$ cat src/rtl/hazard_scoreboard_ctrl_if.sv
// Decode/writeback/branch signals and controller outputs for hazard_scoreboard_ctrl.
// HAZARD_PERF_CNT_EN adds the stall_cnt/flush_cnt performance counter outputs.
interface hazard_scoreboard_ctrl_if;
  logic        id_valid;
  logic [4:0]  id_rs1;
  logic [4:0]  id_rs2;
  logic        id_uses_rs1;
  logic        id_uses_rs2;
  logic        id_reg_write;
  logic [4:0]  id_rd;
  logic        wb_reg_write;
  logic [4:0]  wb_rd;
  logic        ex_is_branch;
  logic        ex_branch_taken;
  logic        finish;
  logic        issue;
  logic        stall_if;
  logic        stall_id;
  logic        flush_if;
  logic        flush_id;
  logic [31:0] busy_map;
  logic        sb_err;
  logic [1:0]  state;
`ifdef HAZARD_PERF_CNT_EN
  logic [31:0] stall_cnt;
  logic [31:0] flush_cnt;
`endif

  modport master (
    output id_valid, id_rs1, id_rs2, id_uses_rs1, id_uses_rs2, id_reg_write, id_rd,
           wb_reg_write, wb_rd, ex_is_branch, ex_branch_taken, finish,
    input  issue, stall_if, stall_id, flush_if, flush_id, busy_map, sb_err, state
`ifdef HAZARD_PERF_CNT_EN
    , input stall_cnt, flush_cnt
`endif
  );

  modport slave (
    input  id_valid, id_rs1, id_rs2, id_uses_rs1, id_uses_rs2, id_reg_write, id_rd,
           wb_reg_write, wb_rd, ex_is_branch, ex_branch_taken, finish,
    output issue, stall_if, stall_id, flush_if, flush_id, busy_map, sb_err, state
`ifdef HAZARD_PERF_CNT_EN
    , output stall_cnt, flush_cnt
`endif
  );
endinterface

$ cat src/rtl/hazard_scoreboard_ctrl.sv
// Decode-stage scoreboard: RAW/saturation stalls, taken-branch flush, halt on finish.
// Optional macro HAZARD_PERF_CNT_EN adds wrapping stall/flush performance counters.
module hazard_scoreboard_ctrl #(
  parameter int CNT_W        = 2,
  parameter int FLUSH_CYCLES = 1
) (
  input logic                     clk,
  input logic                     rst,
  hazard_scoreboard_ctrl_if.slave bus
);
  typedef enum logic [1:0] {RUN = 2'd0, STALL = 2'd1, FLUSH = 2'd2, HALT = 2'd3} state_e;

  localparam logic [CNT_W-1:0] CNT_MAX = {CNT_W{1'b1}};
  localparam int               FC_W    = (FLUSH_CYCLES > 1) ? $clog2(FLUSH_CYCLES) : 1;
  localparam logic [FC_W-1:0]  FC_LOAD = FC_W'(FLUSH_CYCLES - 1);

  state_e           state_q, state_d;
  logic [FC_W-1:0]  fc_q, fc_d;
  logic [CNT_W-1:0] pend_q [32];
  logic [CNT_W-1:0] pend_d [32];
  logic             sb_err_q, sb_err_d;
  logic [31:0]      inc_v, dec_v, busy;
  logic             hazard, hazard_after, take, issue, stall;

  assign hazard = bus.id_valid & (
      (bus.id_uses_rs1  & (bus.id_rs1 != 5'd0) & (pend_q[bus.id_rs1] != '0)) |
      (bus.id_uses_rs2  & (bus.id_rs2 != 5'd0) & (pend_q[bus.id_rs2] != '0)) |
      (bus.id_reg_write & (bus.id_rd  != 5'd0) & (pend_q[bus.id_rd] == CNT_MAX)));

  // Same check against next cycle's scoreboard: lets STALL return to RUN so the
  // held instruction issues in the cycle right after its releasing writeback.
  assign hazard_after = bus.id_valid & (
      (bus.id_uses_rs1  & (bus.id_rs1 != 5'd0) & (pend_d[bus.id_rs1] != '0)) |
      (bus.id_uses_rs2  & (bus.id_rs2 != 5'd0) & (pend_d[bus.id_rs2] != '0)) |
      (bus.id_reg_write & (bus.id_rd  != 5'd0) & (pend_d[bus.id_rd] == CNT_MAX)));

  assign take  = bus.ex_is_branch & bus.ex_branch_taken;
  assign issue = bus.id_valid & (state_q == RUN) & ~hazard & ~take & ~bus.finish;
  assign stall = (hazard & (state_q != FLUSH)) | (state_q == HALT) | bus.finish;

  assign inc_v = (issue & bus.id_reg_write & (bus.id_rd != 5'd0)) ? (32'd1 << bus.id_rd) : 32'd0;
  assign dec_v = (bus.wb_reg_write & (bus.wb_rd != 5'd0))         ? (32'd1 << bus.wb_rd) : 32'd0;

  // NOTE: every always_comb output gets a default first so no path can infer a latch.
  always_comb begin
    pend_d   = pend_q;
    sb_err_d = sb_err_q;
    for (int r = 1; r < 32; r++) begin
      if (dec_v[r] && (pend_q[r] == '0)) begin
        sb_err_d = 1'b1;
      end else if (inc_v[r] && !dec_v[r]) begin
        pend_d[r] = pend_q[r] + CNT_W'(1);
      end else if (dec_v[r] && !inc_v[r]) begin
        pend_d[r] = pend_q[r] - CNT_W'(1);
      end
    end
  end

  always_comb begin
    state_d = state_q;
    fc_d    = fc_q;
    unique case (state_q)
      RUN: begin
        if (bus.finish)  state_d = HALT;
        else if (take)   begin state_d = FLUSH; fc_d = FC_LOAD; end
        else if (hazard) state_d = STALL;
      end
      STALL: begin
        if (bus.finish)         state_d = HALT;
        else if (take)          begin state_d = FLUSH; fc_d = FC_LOAD; end
        else if (!hazard_after) state_d = RUN;
      end
      FLUSH: begin
        if (bus.finish)         state_d = HALT;
        else if (take)          fc_d = FC_LOAD;
        else if (fc_q == '0)    state_d = RUN;
        else                    fc_d = fc_q - FC_W'(1);
      end
      HALT:    state_d = HALT;
      default: state_d = RUN;
    endcase
  end

  // NOTE: the scoreboard array is reset explicitly; stale pending counts after reset
  // would stall forever, so it cannot be left to power-up contents like a RAM.
  always_ff @(posedge clk or posedge rst) begin
    if (rst) begin
      state_q  <= RUN;
      fc_q     <= '0;
      sb_err_q <= 1'b0;
      for (int r = 0; r < 32; r++) pend_q[r] <= '0;
    end else begin
      state_q  <= state_d;
      fc_q     <= fc_d;
      sb_err_q <= sb_err_d;
      pend_q   <= pend_d;
    end
  end

  always_comb begin
    busy = '0;
    for (int r = 0; r < 32; r++) busy[r] = (pend_q[r] != '0);
  end

  assign bus.issue    = issue;
  assign bus.stall_if = stall;
  assign bus.stall_id = stall;
  assign bus.flush_if = take | (state_q == FLUSH);
  assign bus.flush_id = take | (state_q == FLUSH);
  assign bus.busy_map = busy;
  assign bus.sb_err   = sb_err_q;
  assign bus.state    = state_q;

`ifdef HAZARD_PERF_CNT_EN
  logic [31:0] stall_cnt_q, flush_cnt_q;

  always_ff @(posedge clk or posedge rst) begin
    if (rst) begin
      stall_cnt_q <= '0;
      flush_cnt_q <= '0;
    end else if (state_q != HALT) begin
      if (stall) stall_cnt_q <= stall_cnt_q + 32'd1;
      if (take)  flush_cnt_q <= flush_cnt_q + 32'd1;
    end
  end

  assign bus.stall_cnt = stall_cnt_q;
  assign bus.flush_cnt = flush_cnt_q;
`endif
endmodule
$ cat src/flat_wrapper.sv
// flat-port wrapper written by rule: the top's interface ports become plain ports
module hazard_scoreboard_ctrl_flat 
#(
  parameter int CNT_W        = 2,
  parameter int FLUSH_CYCLES = 1
)
  (clk, rst, bus_id_valid, bus_id_rs1, bus_id_rs2, bus_id_uses_rs1, bus_id_uses_rs2, bus_id_reg_write, bus_id_rd, bus_wb_reg_write, bus_wb_rd, bus_ex_is_branch, bus_ex_branch_taken, bus_finish, bus_issue, bus_stall_if, bus_stall_id, bus_flush_if, bus_flush_id, bus_busy_map, bus_sb_err, bus_state);
  hazard_scoreboard_ctrl_if bus_i ();
  input logic clk;
  input logic rst;
  input wire logic [$bits(bus_i.id_valid)-1:0] bus_id_valid;
  input wire logic [$bits(bus_i.id_rs1)-1:0] bus_id_rs1;
  input wire logic [$bits(bus_i.id_rs2)-1:0] bus_id_rs2;
  input wire logic [$bits(bus_i.id_uses_rs1)-1:0] bus_id_uses_rs1;
  input wire logic [$bits(bus_i.id_uses_rs2)-1:0] bus_id_uses_rs2;
  input wire logic [$bits(bus_i.id_reg_write)-1:0] bus_id_reg_write;
  input wire logic [$bits(bus_i.id_rd)-1:0] bus_id_rd;
  input wire logic [$bits(bus_i.wb_reg_write)-1:0] bus_wb_reg_write;
  input wire logic [$bits(bus_i.wb_rd)-1:0] bus_wb_rd;
  input wire logic [$bits(bus_i.ex_is_branch)-1:0] bus_ex_is_branch;
  input wire logic [$bits(bus_i.ex_branch_taken)-1:0] bus_ex_branch_taken;
  input wire logic [$bits(bus_i.finish)-1:0] bus_finish;
  output wire logic [$bits(bus_i.issue)-1:0] bus_issue;
  output wire logic [$bits(bus_i.stall_if)-1:0] bus_stall_if;
  output wire logic [$bits(bus_i.stall_id)-1:0] bus_stall_id;
  output wire logic [$bits(bus_i.flush_if)-1:0] bus_flush_if;
  output wire logic [$bits(bus_i.flush_id)-1:0] bus_flush_id;
  output wire logic [$bits(bus_i.busy_map)-1:0] bus_busy_map;
  output wire logic [$bits(bus_i.sb_err)-1:0] bus_sb_err;
  output wire logic [$bits(bus_i.state)-1:0] bus_state;
  assign bus_i.id_valid = bus_id_valid;
  assign bus_i.id_rs1 = bus_id_rs1;
  assign bus_i.id_rs2 = bus_id_rs2;
  assign bus_i.id_uses_rs1 = bus_id_uses_rs1;
  assign bus_i.id_uses_rs2 = bus_id_uses_rs2;
  assign bus_i.id_reg_write = bus_id_reg_write;
  assign bus_i.id_rd = bus_id_rd;
  assign bus_i.wb_reg_write = bus_wb_reg_write;
  assign bus_i.wb_rd = bus_wb_rd;
  assign bus_i.ex_is_branch = bus_ex_is_branch;
  assign bus_i.ex_branch_taken = bus_ex_branch_taken;
  assign bus_i.finish = bus_finish;
  assign bus_issue = bus_i.issue;
  assign bus_stall_if = bus_i.stall_if;
  assign bus_stall_id = bus_i.stall_id;
  assign bus_flush_if = bus_i.flush_if;
  assign bus_flush_id = bus_i.flush_id;
  assign bus_busy_map = bus_i.busy_map;
  assign bus_sb_err = bus_i.sb_err;
  assign bus_state = bus_i.state;
  hazard_scoreboard_ctrl #(.CNT_W(CNT_W), .FLUSH_CYCLES(FLUSH_CYCLES)) u_core (.clk(clk), .rst(rst), .bus(bus_i));
endmodule
$ cat config.mk
export PLATFORM = sky130hd
export DESIGN_NAME = hazard_scoreboard_ctrl_flat
export DESIGN_NICKNAME = d
export VERILOG_FILES = /design/src/rtl/hazard_scoreboard_ctrl_if.sv /design/src/rtl/hazard_scoreboard_ctrl.sv /design/src/flat_wrapper.sv
export SDC_FILE = /design/constraint.sdc
export NUM_CORES = 1
export LEC_CHECK = 0
export CAP_MARGIN = 10
export CORE_AREA = 5 5 163 196
export DETAILED_ROUTE_END_ITERATION = 7
export DIE_AREA = 0 0 168 201
export HOLD_SLACK_MARGIN = 0.12
export PLACE_DENSITY = 0.49
export RECOVER_POWER = 25
export SYNTH_ARGS = -nofsm -noshare
export SYNTH_HDL_FRONTEND = slang
export SYNTH_SLANG_ARGS = --single-unit
$ cat constraint.sdc
create_clock -name clk -period 4.51 [get_ports clk]
set_input_delay 0.6765 -clock clk [delete_from_list [all_inputs] [get_ports clk]]
set_output_delay 0.6765 -clock clk [all_outputs]
set_load 0.02 [all_outputs]
# After elaboration in Yosys (flattened, before gate mapping)
# Index checks and enable logic that the tools add are counted.
# word_totals
reg_bits,66
in_bits,30
word_cells,539
# classes
shifts,2
addsub,63
eq_ne,13
reduce_logical,231
bitwise,33
n_lt_le_gt_ge,3
n_mux,160
# ops
cell,n
$mux W2,114
$logic_and A1 B1 Y1,93
$reduce_bool A2 Y1,36
$logic_not A2 Y1,32
$mux W32,2
$shl A1 B5 Y32 const A,2
$add A2 B1 Y2 const B,31
$logic_not A1 Y1,62
$sub A2 B1 Y2 const B,31
$bmux W2 S5,6
$mux W1,36
$reduce_bool A31 Y1,1
$and A1 B1 Y1,20
$reduce_bool A5 Y1,4
$ge A6 B6 Y1 const B,3
$not A5 Y6,3
$eq A2 B2 Y1 const B,4
$pmux W2 S4,1
$reduce_and A4 Y1,2
$or A1 B1 Y1,7
$ne A2 B2 Y1 const B,3
$ne A3 B3 Y1 const B,2
$ne A4 B2 Y1 const B,1
$ne A4 B4 Y1 const B,1
6 further kinds,8

# Longest topological paths before layout
# Gate-level depths: netlist (run 1).
# depth
ltp_word,35
mapped_depth,18

# Worst setup path before layout (run 1)
# OpenSTA, ideal clock, no wires.
# synth_timing
path_type,in2reg
start,input port bus_id_rd[4]
end,register u_core.state_q[0] (netlist: u_core.bus.state[0])
path_slack_ns,0.586
required_time_ns,4.377
cell_stages,14
path_buffers,2
arrival_ns,3.791
path_cell_list,buf_6 > and2_1 > buf_2 > a41o_1 > nor4_4 > and4_4 > nand2_2 > or4_4 > or4_1 > a41oi_1 > o21ai_1 > a221o_1 > a31oi_1 > o211ai_1
# synth_via
elab_chain_len,30
word_cells_on_any_way,225
cone_classes,4 x eq/ne; 1 x shift; 106 x mux; 17 x bitwise; 97 x reduce/logical
# synth_rtl
element,line_no,source
from (decl),flat_wrapper.sv:17,input wire logic [$bits(bus_i.id_rd)-1:0] bus_id_rd;
$not A5 Y6 (implied by the code),"hazard_scoreboard_ctrl.sv:28, hazard_scoreboard_ctrl.sv:35",
$bmux W2 S5,hazard_scoreboard_ctrl.sv:28,(bus.id_reg_write & (bus.id_rd != 5'd0) & (pend_q[bus.id_rd] == CNT_MAX)));
$mux W2 (implied by the code) (2 in a row),hazard_scoreboard_ctrl.sv:28,
$eq A2 B2 Y1,hazard_scoreboard_ctrl.sv:28,
$and A1 B1 Y1,hazard_scoreboard_ctrl.sv:28,
$or A1 B1 Y1,hazard_scoreboard_ctrl.sv:27,(bus.id_uses_rs2 & (bus.id_rs2 != 5'd0) & (pend_q[bus.id_rs2] != '0)) |
$and A1 B1 Y1,hazard_scoreboard_ctrl.sv:25,assign hazard = bus.id_valid & (
$not A1 Y1,hazard_scoreboard_ctrl.sv:38,assign issue = bus.id_valid & (state_q == RUN) & ~hazard & ~take & ~bus.finish;
(+12 left out),--,
"$mux W2, on equally long branches (2 in a row)","hazard_scoreboard_ctrl.sv:33, hazard_scoreboard_ctrl.sv:34",
"$reduce_bool A2 Y1, on equally long branches","hazard_scoreboard_ctrl.sv:33, hazard_scoreboard_ctrl.sv:34",
"$and A1 B1 Y1, on equally long branches","hazard_scoreboard_ctrl.sv:33, hazard_scoreboard_ctrl.sv:34",
$or A1 B1 Y1,hazard_scoreboard_ctrl.sv:33,(bus.id_uses_rs1 & (bus.id_rs1 != 5'd0) & (pend_d[bus.id_rs1] != '0)) |
$or A1 B1 Y1,hazard_scoreboard_ctrl.sv:34,(bus.id_uses_rs2 & (bus.id_rs2 != 5'd0) & (pend_d[bus.id_rs2] != '0)) |
$and A1 B1 Y1,hazard_scoreboard_ctrl.sv:32,assign hazard_after = bus.id_valid & (
$ne A4 B4 Y1 (no source line),--,
$reduce_and A4 Y1 (no source line) (*),--,
to (signal assigned),hazard_scoreboard_ctrl.sv:93,state_q <= state_d;
to (decl),hazard_scoreboard_ctrl.sv:17,"state_e state_q, state_d;"
# Every way passes the cells marked *; elsewhere a longest branch is shown, timed or not. The select of a mux whose other input is x is not followed.
# A chain may end at the register's enable or synchronous reset.

# Worst setup path in the final report (run 1)
# layout_timing
start,input port bus_id_rs2[0]
end,output port bus_stall_if
# layout_via
elab_chain_len,12
word_cells_on_any_way,14
cone_classes,3 x mux; 9 x bitwise; 2 x reduce/logical
# layout_rtl
element,line_no,source
from (decl),flat_wrapper.sv:13,input wire logic [$bits(bus_i.id_rs2)-1:0] bus_id_rs2;
$not A5 Y6 (implied by the code),hazard_scoreboard_ctrl.sv:27,
$bmux W2 S5,hazard_scoreboard_ctrl.sv:27,
$mux W2 (implied by the code) (2 in a row),hazard_scoreboard_ctrl.sv:27,
$reduce_bool A2 Y1,hazard_scoreboard_ctrl.sv:27,
$and A1 B1 Y1 (*),hazard_scoreboard_ctrl.sv:27,
$or A1 B1 Y1 (*),hazard_scoreboard_ctrl.sv:26,(bus.id_uses_rs1 & (bus.id_rs1 != 5'd0) & (pend_q[bus.id_rs1] != '0)) |
$or A1 B1 Y1 (*),hazard_scoreboard_ctrl.sv:27,
$and A1 B1 Y1 (*),hazard_scoreboard_ctrl.sv:25,
$and A1 B1 Y1 (*),hazard_scoreboard_ctrl.sv:39,assign stall = (hazard & (state_q != FLUSH)) | (state_q == HALT) | bus.finish;
$or A1 B1 Y1 (*) (2 in a row),hazard_scoreboard_ctrl.sv:39,
to (decl),flat_wrapper.sv:24,output wire logic [$bits(bus_i.stall_if)-1:0] bus_stall_if;
# Marked as above.

==> results.yml, run 1 <==
run_status:
  outcome: "finished, violations left"
  violations: "max-capacitance violations, max-slew violations"
grt:
  grt_max_degree: 66
  use_met1: 0.336
  antenna_found_initial: 1
  grt.overflow.total: 0
  grt_pass1_wl_um: 70000
  busiest_layer: "met2"
  grt_usage: 0.275
  grt_pass1_vias: 11000
  met3_usage: 0.0400
  met2_usage: 0.451
synth:
  synthDistinctLibCells: 98
  synthesis.area_um2: 8810
  syn-num-nets: 1286
  yosys-top-cells-area: "dfrtp_1 18%, nor2_1 6.3%, inv_1 5.1%, nand2_1 5.1%, ha_1 4.4%"
  async_flop_share: 1.00
  syn_inst: 1225
  synth_edf_count: 0
  yosys_most_used_dff: "dfrtp_1"
  netlist.area_leader.share: 0.185
  yosysSeqAreaShare: 0.185
  synth_top_area_cell: "dfrtp_1"
  synth-seq-cells: 65
  yosys_warnings: 0
  syn_area_per_cell_um2: 7.19
layout:
  drive_gt1_frac: 0.270
  num-fill-cells: 3147
  multi_input_area_um2: 6670
  final_cells: 1929
  regArea_um2: 1630
  nets: 1591
  area_growth_pct: 41.6
critical_path:
  max_stage_delay_ns: 0.65
  r2r-start: "u_core.pend_q[3]"
  worstPathMaxFanout: 7
  critPathLaunch: "bus_id_rs2[0]"
  path_class: "input pin to output pin"
  cp_slowest_cell: "clkdlybuf4s50_1"
  cp.required_ns: 3.83
  cp-end-kind: "output pin"
  critPathLaunchType: "input pin"
  cp.arrival_ns: 3.72
  timing.critical_path.mode_cell: "buf_4"
  crit_path_cell_trace: "clkdlybuf4s50_1 -> buf_4 -> buf_4 -> mux4_2 -> nor4_1 -> buf_4 -> nor4_4 -> and4_4 -> nand2_2 -> buf_4 -> nor2_1 -> o21ai_0 -> clkdlybuf4s50_1"
die:
  rows: 70
  core_area_um2: 30000
  initial_core_util: 0.293
  die_height_um: 201
  io_pins: 70
  die_width_um: 168
  die_area_um2: 33800
flow_run:
  maxCapViolCount: 1
sta:
  slew_viol_final: 66
  fin_tns_setup_ns: 0
  period_share: 0.976
  fin_crit_ns: 4.40
  setup_violations: 0
  finClkSkew_ns: 0.0129
  final_hold_viol_count: 0
  worst_pin_slew_ns: 1.99
  fmax_ghz: 0.227
  slew_headroom: -0.327
min_path:
  min_from: "u_core.pend_q[10]"
  min_path_type: "flip-flop to flip-flop"
power:
  pwr-share-clk: 0.140
  power.share.switching: 0.493
  p_seq_frac: 0.215
  p_sw_mw: 2.48
  p_comb_frac: 0.645
  irDropWorstVdd_v: 0.000261
  pwr_density_cell_nw_per_um2: 403
  cellLeakagePower_nw: 5.27
  intPower_mw: 2.55
cts:
  cts_buffers: 9
  cts_tree: "done"
  cts-root-buf: "clkbuf_16"
  clk_path_buf_depth: 2
  htreeDepth: 3
  insertion_delay_ns: 0.37
  cts_hold_buf: 0
  clkSinkCount: 65
  clk_pin_slew_ns: 0.05
drt:
  routed_wl_um: 48100
  drc: 0
  dr.pass1.iters: 5
  vias: 11300
  ant_nets: 0
  post_drt_wl_per_cell_um: 24.9
  routed_via_density: 5.87
  drt-initial-drc-count: 1197
placed_design:
  io_buffers: 68
  place.detailed.instances: 1908
  dp_hpwl_um: 40200
  gp_congestion: 1.01
[through the flow]
stage / setup WS (ns) / util / hold WS, ns / instance area (um^2) / power (mW)
finish: 0.109 / 0.415 / 0.538 / 12500 / 5.03
global route: -0.00762 / 0.415 / 0.564 / 12500 / 5.32
CTS: 0.00887 / 0.408 / 0.545 / 12300 / 4.93
detailed placement: -0.636 / 0.396 / 0.536 / 11900 / 4.19
global placement: -0.625 / 0.396 / 0.528 / 11900 / 4.20
floorplan: 0.586 / - / 0.488 / 8810 / 2.77
[timing repair]
item,in CTS,in global routing
pin swaps,5,26
buffers inserted,3,3
cloned,0,1
setup endpoints to repair,1,4
resized for setup,16,48
[final timing paths]
path	slack [ns]	endpoint	cells after the start
max reg2reg	0.30	u_core.bus.state[0]	15
max	0.11	bus_stall_if	13
min reg2reg	0.54	u_core.pend_q[10]	1
min	0.54	u_core.pend_q[10]	1
min in group asynchronous	1.44	u_core.pend_q[0]	3
max in group asynchronous	1.85	u_core.pend_q[55]	3
[registers in the layout, summed over array words and instances, names as in the netlist]
| name | cells |
|---|---|
| u_core.pend_q | 62 |
| u_core.bus.state | 2 |
| u_core.bus.sb_err | 1 |
[layout by cell type (no fill, tap or decap), drive strengths merged, types with 7 or more instances in the layout]
master         count
a31o              10
inv              119
a221oi            12
or4               11
and3               7
clkdlybuf4s50     61
a21oi             52
a211o             10
xnor2             32
o21ai             59
nor2             150
ha                31
o211a              8
clkbuf            14
o211ai            23
buf              287
nand2            121
nand4             25
a311oi            10
mux2i             27
a211oi            20
nor3              76
and2              15
or2               12
nor4              28
nand2b            10
mux4              10
o22ai              9
o31ai             13
nand3             48
a31oi             21
nor2b             10
mux2               7
a2111oi            7
a22oi             11
dfrtp             65
or3               11
[cell usage after synthesis, drive strengths merged, types with 27 or more instances]
cell type and instances:
xnor2 32, o21ai 59, inv 120, nand3 48, mux2i 27, nand2 121, a21oi 52, dfrtp 65
clkbuf 34, nor3 76, nor2 150, ha 31, nor4 28
[layer usage]
layer,vias to the layer above,wire [um]
met3,141,3730
met2,608,22000
li1,5173,-
met1,5409,18500
met4,0,3900
met5,-,0
[power groups by stage]
stage	Clock, mW	Sequential (mW)	Combinational, mW
2_1_floorplan	0	0.958	1.82
3_3_place_gp	0	1.08	3.12
3_5_place_dp	0	1.07	3.11
4_1_cts	0.716	1.07	3.15
5_1_grt	0.738	1.11	3.47
6_report	0.705	1.08	3.24
[critical path, delay by kind of cell]
kind | cells | cell delay, ns
buffers and inverters | 6 | 1.74
and+or+nand+nor | 5 | 0.59
muxes | 1 | 0.50
AOI/OAI and AO/OA | 1 | 0.22
[area by class of cell]
| cell class | instances | share of cell area |
|---|---|---|
| Sequential cell | 65 | 0.130 |
| Multi-Input combinational cell | 979 | 0.534 |
| Inverter | 121 | 0.0364 |
| Timing Repair Buffer | 354 | 0.238 |
| Tap cell | 396 | 0.0397 |
| Clock buffer | 13 | 0.0217 |
| Antenna cell | 1 | 0.000201 |
[logic make-up (layout without fill, tap and decap cells)]
logic type,Yosys count,count (layout),share of synthesized area
compound gates,333,333,0.277
mux,44,44,0.0656
fa+ha+maj,31,31,0.0440
flops,65,65,0.185
simple gates,538,538,0.309
other cells,1,2,0.000426
xor+xnor,32,32,0.0335
buf+inv,181,488,0.0856
Note: power is estimated with default switching activity, not from simulation.
==> run 2, diff against run 1 <==
- CAP_MARGIN: 10 -> not set
==> results of run 2 <==
No change in the layout: final DEF, timing and power equal those of run 1.
